`src/rtl/seg8_lane_arbiter.sv`:
```
// seg8_lane_arbiter
// Round-robin arbiter sharing one seg8_indexer among NREQ activation lanes.
// Lanes present FP16 operands with valid/ready. At most one operand per cycle
// is issued to the indexer. A lane-ID tag travels beside each operand through
// the indexer latency, so every segment result is routed back to its lane.
// Optional build macro SEG8_ARB_RANGE_CHK_EN: flags operands outside 0 <= f < 1
// and replaces their segment with 0 (negative) or 7 (>= 1.0).

module seg8_lane_arbiter #(
    parameter int DW   = 16,
    parameter int NREQ = 4,
    parameter int LAT  = 1
) (
    input  logic               clk,
    input  logic               rstn,
    input  logic [NREQ-1:0]    req_valid_i,
    input  logic [NREQ*DW-1:0] req_f_i,
    output logic [NREQ-1:0]    req_ready_o,
    input  logic               hold_i,
    output logic               idx_valid_o,
    output logic [DW-1:0]      idx_f_o,
    input  logic               idx_valid_i,
    input  logic [2:0]         idx_seg_i,
    output logic [NREQ-1:0]    rsp_valid_o,
    output logic [2:0]         rsp_seg_o,
    output logic               rsp_err_o,
    output logic               busy_o,
    output logic               proto_err_o
);

    localparam int IDW = $clog2(NREQ);

    // Round-robin pointer: first lane considered for the next grant
    logic [IDW-1:0] rr_ptr;

    // Grant selection
    logic           hit_hi;
    logic           hit_lo;
    logic [IDW-1:0] idx_hi;
    logic [IDW-1:0] idx_lo;
    logic           gnt_found;
    logic [IDW-1:0] gnt_idx;
    logic [DW-1:0]  gnt_f;
    logic           hs;

    // Range check result for the granted operand
    logic           chk_err;
    logic           chk_hi;

    // Tag travelling with the operand in the issue register
    logic [IDW-1:0] iss_id;
    logic           iss_err;
    logic           iss_hi;

    // Tag pipe, entry LAT-1 is the tag the indexer result must match
    logic [LAT-1:0] tag_v;
    logic [LAT-1:0] tag_err;
    logic [LAT-1:0] tag_hi;
    logic [IDW-1:0] tag_id [LAT];

    logic           tail_v;
    logic           tail_err;
    logic           tail_hi;
    logic [IDW-1:0] tail_id;

    assign tail_v   = tag_v[LAT-1];
    assign tail_err = tag_err[LAT-1];
    assign tail_hi  = tag_hi[LAT-1];
    assign tail_id  = tag_id[LAT-1];

    // Pick the lowest requesting lane at or above rr_ptr, else wrap to the lowest requesting lane
    always_comb begin
        hit_hi = 1'b0;
        hit_lo = 1'b0;
        idx_hi = '0;
        idx_lo = '0;
        for (int unsigned k = 0; k < NREQ; k++) begin
            if (!hit_hi && req_valid_i[k] && (IDW'(k) >= rr_ptr)) begin
                hit_hi = 1'b1;
                idx_hi = IDW'(k);
            end
        end
        for (int unsigned k = 0; k < NREQ; k++) begin
            if (!hit_lo && req_valid_i[k]) begin
                hit_lo = 1'b1;
                idx_lo = IDW'(k);
            end
        end
        gnt_found = hit_hi | hit_lo;
        gnt_idx   = hit_hi ? idx_hi : idx_lo;
    end

    // One-hot ready, suppressed while holding, and operand mux for the granted lane
    always_comb begin
        req_ready_o = '0;
        gnt_f       = '0;
        for (int unsigned k = 0; k < NREQ; k++) begin
            if (IDW'(k) == gnt_idx) begin
                req_ready_o[k] = gnt_found && !hold_i;
                gnt_f          = req_f_i[k*DW +: DW];
            end
        end
    end

    assign hs = gnt_found && !hold_i;

`ifdef SEG8_ARB_RANGE_CHK_EN
    // Flag operands the indexer cannot map: negative, or magnitude >= 1.0 (incl. inf/NaN)
    always_comb begin
        chk_err = gnt_f[DW-1] | (gnt_f[DW-2:0] >= 15'h3C00);
        chk_hi  = !gnt_f[DW-1] && (gnt_f[DW-2:0] >= 15'h3C00);
    end
`else
    // No range check: tags never carry an error
    always_comb begin
        chk_err = 1'b0;
        chk_hi  = 1'b0;
    end
`endif

    // Advance the round-robin pointer past the lane that just handshook
    always_ff @(posedge clk or negedge rstn) begin
        if (!rstn) begin
            rr_ptr <= '0;
        end else if (hs) begin
            rr_ptr <= (gnt_idx == IDW'(NREQ-1)) ? '0 : gnt_idx + 1'b1;
        end
    end

    // Issue register towards the shared indexer; operand holds when idle
    always_ff @(posedge clk or negedge rstn) begin
        if (!rstn) begin
            idx_valid_o <= 1'b0;
            idx_f_o     <= '0;
            iss_id      <= '0;
            iss_err     <= 1'b0;
            iss_hi      <= 1'b0;
        end else begin
            idx_valid_o <= hs;
            iss_id      <= gnt_idx;
            iss_err     <= chk_err;
            iss_hi      <= chk_hi;
            if (hs) begin
                idx_f_o <= gnt_f;
            end
        end
    end

    // Tag pipe loaded from the issue register so its tail lines up with idx_valid_i
    always_ff @(posedge clk or negedge rstn) begin
        if (!rstn) begin
            tag_v   <= '0;
            tag_err <= '0;
            tag_hi  <= '0;
            for (int unsigned i = 0; i < LAT; i++) begin
                tag_id[i] <= '0;
            end
        end else begin
            tag_v[0]   <= idx_valid_o;
            tag_err[0] <= iss_err;
            tag_hi[0]  <= iss_hi;
            tag_id[0]  <= iss_id;
            for (int unsigned i = 1; i < LAT; i++) begin
                tag_v[i]   <= tag_v[i-1];
                tag_err[i] <= tag_err[i-1];
                tag_hi[i]  <= tag_hi[i-1];
                tag_id[i]  <= tag_id[i-1];
            end
        end
    end

    // Route a matched result to its lane; any result/tag disagreement is a sticky protocol error
    always_ff @(posedge clk or negedge rstn) begin
        if (!rstn) begin
            rsp_valid_o <= '0;
            rsp_seg_o   <= '0;
            rsp_err_o   <= 1'b0;
            proto_err_o <= 1'b0;
        end else begin
            if (idx_valid_i && tail_v) begin
                for (int unsigned k = 0; k < NREQ; k++) begin
                    rsp_valid_o[k] <= (IDW'(k) == tail_id);
                end
                rsp_seg_o <= tail_err ? (tail_hi ? 3'd7 : 3'd0) : idx_seg_i;
                rsp_err_o <= tail_err;
            end else begin
                rsp_valid_o <= '0;
            end
            if (idx_valid_i != tail_v) begin
                proto_err_o <= 1'b1;
            end
        end
    end

    assign busy_o = (|tag_v) | idx_valid_o | (|rsp_valid_o);

endmodule

```
`config.mk`:
```
export PLATFORM = sky130hd
export DESIGN_NAME = seg8_lane_arbiter
export DESIGN_NICKNAME = d
export VERILOG_FILES = /design/src/rtl/seg8_lane_arbiter.sv
export SDC_FILE = /design/constraint.sdc
export NUM_CORES = 1
export LEC_CHECK = 0
export CORE_MARGIN = 2
export CORE_UTILIZATION = 35
export CTS_CLUSTER_SIZE = 12
export DETAILED_ROUTE_END_ITERATION = 10
export PLACE_DENSITY = 0.77
export SYNTH_ARGS = -nofsm -noshare
export SYNTH_HDL_FRONTEND = slang
export SYNTH_SLANG_ARGS = --single-unit
export TNS_END_PERCENT = 5
```
`constraint.sdc`:
```
create_clock -name clk -period 2.3 [get_ports clk]
set_input_delay 0.46 -clock clk [delete_from_list [all_inputs] [get_ports clk]]
set_output_delay 0.46 -clock clk [all_outputs]
set_load 0.02 [all_outputs]
```
# Word level (Yosys, flattened, before mapping)
# Cells that the tools add are included.
[classes] n_addsub=1 order_cmp=4 n_eq_ne=8 n_mux=25 bitwise=3 reduce_logical=22
[op_table] operator="2-to-1 mux 16 bit" n=4
[op_table] operator="2-to-1 mux 1 bit" n=14
[op_table] operator="logical AND 1 bit" n=12
[op_table] operator="2-to-1 mux 2 bit" n=6
[op_table] operator="equality test 2 bit (first input constant)" n=4
[op_table] operator="zero test 1 bit" n=7
[op_table] operator="equality test 1 x 2 -> 1 bit (first input constant)" n=2
[op_table] operator=">= comparator 1 x 2 -> 1 bit (first input constant)" n=2
[op_table] operator=">= comparator 2 bit (first input constant)" n=2
[op_table] operator="zero test 2 bit" n=2
[op_table] operator="2-to-1 mux 4 bit" n=1
[op_table] operator="OR reduction 4 bit" n=1
[op_table] operator="bitwise OR 1 bit" n=3
[op_table] operator="adder 2 x 1 -> 2 bit (second input constant)" n=1
[op_table] operator="equality test 2 bit (second input constant)" n=1
[op_table] operator="!= test 1 bit" n=1
[word_totals] register_bits=32 input_bits=75 wordCells=72

# Longest topological paths before layout
[depth] word_depth=21 depth_mapped=9

# Worst setup path before layout
# OpenSTA, ideal clock, no wires.
[synth_path] path_type="input-to-output" startpoint="input port req_valid_i[2]" endpoint="output port req_ready_o[3]" arrival_time_ps=1884 slack_ps=-44 stages=7 cell_sequence="and3b_1 -> a31oi_1 -> and2_1 -> ha_1 -> clkbuf_1 -> clkbuf_1 -> and3_1"
[synth_between] elab_chain_cells=10
[synth_rtl] element="from (decl)" line="16" source="input logic [NREQ-1:0] req_valid_i,"
[synth_rtl] element="logical AND 1 bit (2 in series)" line="78" source="if (!hit_hi && req_valid_i[k] && (IDW'(k) >= rr_ptr)) begin"
[synth_rtl] element="2-to-1 mux 1 bit" line="78"
[synth_rtl] element="zero test 1 bit" line="78"
[synth_rtl] element="logical AND 1 bit (2 in series)" line="78"
[synth_rtl] element="2-to-1 mux 2 bit or 2-to-1 mux 1 bit (tied branches)" line="78"
[synth_rtl] element="2-to-1 mux 2 bit (*)" line="90" source="gnt_idx = hit_hi ? idx_hi : idx_lo;"
[synth_rtl] element="via gnt_idx[0]" line="42" source="logic [IDW-1:0] gnt_idx;"
[synth_rtl] element="equality test 2 bit (*)" line="98" source="if (IDW'(k) == gnt_idx) begin"
[synth_rtl] element="2-to-1 mux 1 bit (*)" line="98"
[synth_rtl] element="to (decl)" line="18" source="output logic [NREQ-1:0] req_ready_o,"
# Mark *: on every way through the listed nets, which the timed path passes. The rest lies on a longest branch.

# Worst setup path in the final report
[layout_path] startpoint="input port req_valid_i[0]" endpoint="output port req_ready_o[3]"
[layout_between] elab_chain_cells=17
[layout_rtl] element="logical AND 1 bit" line="78"
[layout_rtl] element="2-to-1 mux 1 bit" line="78"
[layout_rtl] element="zero test 1 bit" line="78"
[layout_rtl] element="logical AND 1 bit (2 in series)" line="78"
[layout_rtl] element="2-to-1 mux 1 bit" line="78"
[layout_rtl] element="zero test 1 bit" line="78"
[layout_rtl] element="logical AND 1 bit (2 in series)" line="78"
[layout_rtl] element="2-to-1 mux 1 bit" line="78"
[layout_rtl] element="zero test 1 bit" line="78"
[layout_rtl] element="logical AND 1 bit (2 in series)" line="78"
[layout_rtl] element="2-to-1 mux 2 bit or 2-to-1 mux 1 bit (tied branches)" line="78"
[layout_rtl] element="2-to-1 mux 2 bit or bitwise OR 1 bit (tied branches)" line="90, 89"
[layout_rtl] element="equality test 2 bit or logical AND 1 bit (tied branches)" line="98, 99"
[layout_rtl] element="2-to-1 mux 1 bit (*)" line="98"
# Mark *: on every way between the ends. The rest lies on a longest branch, timed or not.

==> flow_summary.toml <==
[outcome]
status = "finished clean"

[grt]
first_global_vias = 1964
grt_max_degree = 33
grt_use_total = 0.202
grt_overflow = 0
antenna_found_initial = 0
grt_first_pass_wirelength_um = 9650

[yosys]
postSynthAreaPerCell_um2 = 9.06
synth_edf_count = 0
netlist_area_um2 = 1870
synthMuxAreaShare = 0.0262
yosysSeqAreaShare = 0.429
synthFlopType = "dfrtp_1"
synth_cell_types = 28
synthAdderAreaFrac = 0.0335
synthCells = 206
synth_top_family_by_area = "compound AO/OA/AOI/OAI gates"
synth-xor-area-share = 0
synth_compound_area_frac = 0.253
yosysWarnings = 0
async_flop_share = 1.00
yosys.area_share.simple = 0.169
netlist.area_leader.share = 0.429
synth_fp_nets = 286
synth_area_leaders = "dfrtp_1 (43%), a21oi_1 (8.9%), a221o_1 (8.6%)"
synth-seq-cells = 32
synth_area_leader_cell = "dfrtp_1"

[route]
num_vias = 2021
drcViolationCount = 0
first_pass_iters = 4
viasPerCell = 5.21
antenna_left = 0
wl_per_cell_um = 15.4
wl_um = 5960
drt_iter0_drc = 122

[timing]
fin_crit_ns = 2.29
slew_viol_final = 0
setup_viol = 0
fin_setup_tns_ns = 0
fin_worst_skew_ns = 0.00259
fin_crit_sh = 0.996
setup_ws_ns = 0.00963
grt_setup_unrepaired = "yes"
hold_violations = 0
max_clock_freq_mhz = 437

[setup_path]
r2r_end = "idx_f_o[3]"
r2r-start = "rr_ptr[1]"
timing.critical_path.buf_inv = 3
critPathLaunchType = "input port"
cp.arrival_ns = 1.83
cp_common_cell = "buf_4"
worstPathCellList = "dlygate4sd2_1, buf_4, or4_4, and3_2, buf_4"
end_kind = "output pin"
cpPeakStageDelay_ns = 0.57
ff2ff_setup_slack_ns = 0.16
crit_required_ns = 1.84
critical_path_class = "in2out"
crit_path_max_fanout = 5
crit_family = "simple AND/OR/NAND/NOR gates"
cpMaxStageDelayCell = "or4_4"
worst_r2r_path_depth = 8

[hold_path]
hold_depth = 0
min_to = "tag_id[0]"
hold_path.class = "reg2reg"
hp-start = "iss_id[0]"

[final_layout]
diodes = 0
instances_no_fill = 388
final_nets = 397
drive_gt1_frac = 0.157
design_area_um2 = 3210
area_growth_pct = 72.0

[cts]
cts.sinks = 32
postCtsHoldBufs = 0
cts_made_buffers = 5
cts_max_level = 2
root_buffer = "clkbuf_8"
clk_latency_ns = 0.28
clkTransAtPathRegs_ns = 0.06
cts_tree = "done"
cts_buffer_depth = 2

[flow_run]
cap_viol_max_count = 0

[pwr]
power_density_nw_per_um2 = 929
p_leak_nw = 1.35
vdd_ir_drop_max_uv = 390

[die]
die_h_um = 77.0
rows = 26
ioPinCount = 106
core_um2 = 5140
dieArea_um2 = 5930
initial_utilization = 0.363
dieWidth_um = 77.0

[placed_design]
dpl.cell_count = 378
preCtsSetupSlack_ns = -0.638
port_buffers = 104
dp_hpwl_um = 4410
place_area_um2 = 3040
place_congestion = 0.873
[state kept, by name, summed over array words and instances, names as in the netlist]
signal and cells:
rsp_seg_o 3, proto_err_o 1, idx_valid_o 1, rr_ptr 2
tag_v 1, iss_id 2, rsp_valid_o 4, idx_f_o 16
tag_id 2
[worst max-delay path by stage]
stage,from,endpoint,depth (start not counted)
final,req_valid_i[0],req_ready_o[3],5
after global routing,rr_ptr[1],req_ready_o[0],7
after CTS,rr_ptr[1],req_ready_o[1],7
after detailed placement,req_valid_i[2],req_ready_o[1],7
after global placement,req_valid_i[3],req_ready_o[3],7
after floorplan,req_valid_i[3],req_ready_o[0],7
[cell type report]
cell class	instances	area (um2)
clock buffer	6	72.6
sequential	32	803
inverter	18	67.6
fill	461	1930
clock inverter	2	35.0
timing repair buffer	124	1190
tap	70	87.6
multi-input combinational	136	955
[where the power goes]
group	leakage, nW	switching, mW	internal (mW)
Sequential	0.376	0.115	0.739
Clock	0.0552	0.195	0.321
Combinational	0.919	0.791	0.820
Total	1.35	1.10	1.88
[stage by stage]
stage,power (mW),hold WS [ns],utilization
global placement,2.36,0.338,0.591
global route,3.16,0.357,0.624
finish,2.98,0.350,0.624
floorplan,1.71,0.164,-
CTS,2.94,0.350,0.616
detailed placement,2.39,0.336,0.591
[layout by cell type (no fill, tap or decap), drive strengths merged]
| cell | netlist | final |
|---|---|---|
| clkdlybuf4s50 | 0 | 96 |
| a21oi | 33 | 33 |
| dfrtp | 32 | 32 |
| buf | 4 | 24 |
| nand2 | 20 | 20 |
| inv | 18 | 18 |
| a31oi | 18 | 18 |
| nand3b | 16 | 16 |
| a221o | 16 | 16 |
| clkbuf | 16 | 6 |
| and3 | 5 | 5 |
| ha | 5 | 5 |
| dlygate4sd2 | 0 | 4 |
| nor2 | 4 | 4 |
| mux2 | 4 | 4 |
| and3b | 2 | 2 |
| nand2b | 2 | 2 |
| and2 | 2 | 2 |
| a21o | 1 | 1 |
| a21boi | 1 | 1 |
| o32ai | 1 | 1 |
| nor3b | 1 | 1 |
| o32a | 1 | 1 |
| or4 | 1 | 1 |
| nor4 | 1 | 1 |
| or2 | 1 | 1 |
| conb | 1 | 1 |
| bufinv | 0 | 1 |
| clkinv | 0 | 1 |
[cells in the mapped netlist, drive strengths merged, types with 5 or more instances]
library cell and instances:
a21oi 33, a221o 16, a31oi 18, and3 5, clkbuf 16, dfrtp 32
ha 5, inv 18, nand2 20, nand3b 16
[worst register-to-register path, stage by stage, from the launching register on]
cell	delay, ns
dfrtp_2	0.44
a21boi_2	0.18
o32ai_2	0.24
buf_4	0.15
ha_2	0.18
buf_6	0.21
a21oi_1	0.10
a221o_1	0.37
a31oi_1	0.18
[routing by layer]
metal	vias up	GRT usage	share of wire
met4	0	0.0714	0.021
met3	10	0.0294	0.052
met2	89	0.330	0.47
li1	965	-	-
met1	957	0.275	0.46
met5	-	0	0
[logic make-up after synthesis]
kind of cell / count (synthesis)
AO/OA/AOI/OAI: 71
buffers and inverters: 38
adder cells (fa/ha/maj): 5
flip-flops: 32
multiplexers: 4
AND/OR/NAND/NOR: 55
other: 1
[repair_timing]
action	CTS	global route
pin swaps	3	5
gates resized for setup	29	12
endpoints found under the setup margin	20	20
hold endpoints to repair	0	0
buffers inserted	2	0
cloned	0	0
Power figures use the tool's default switching activity.
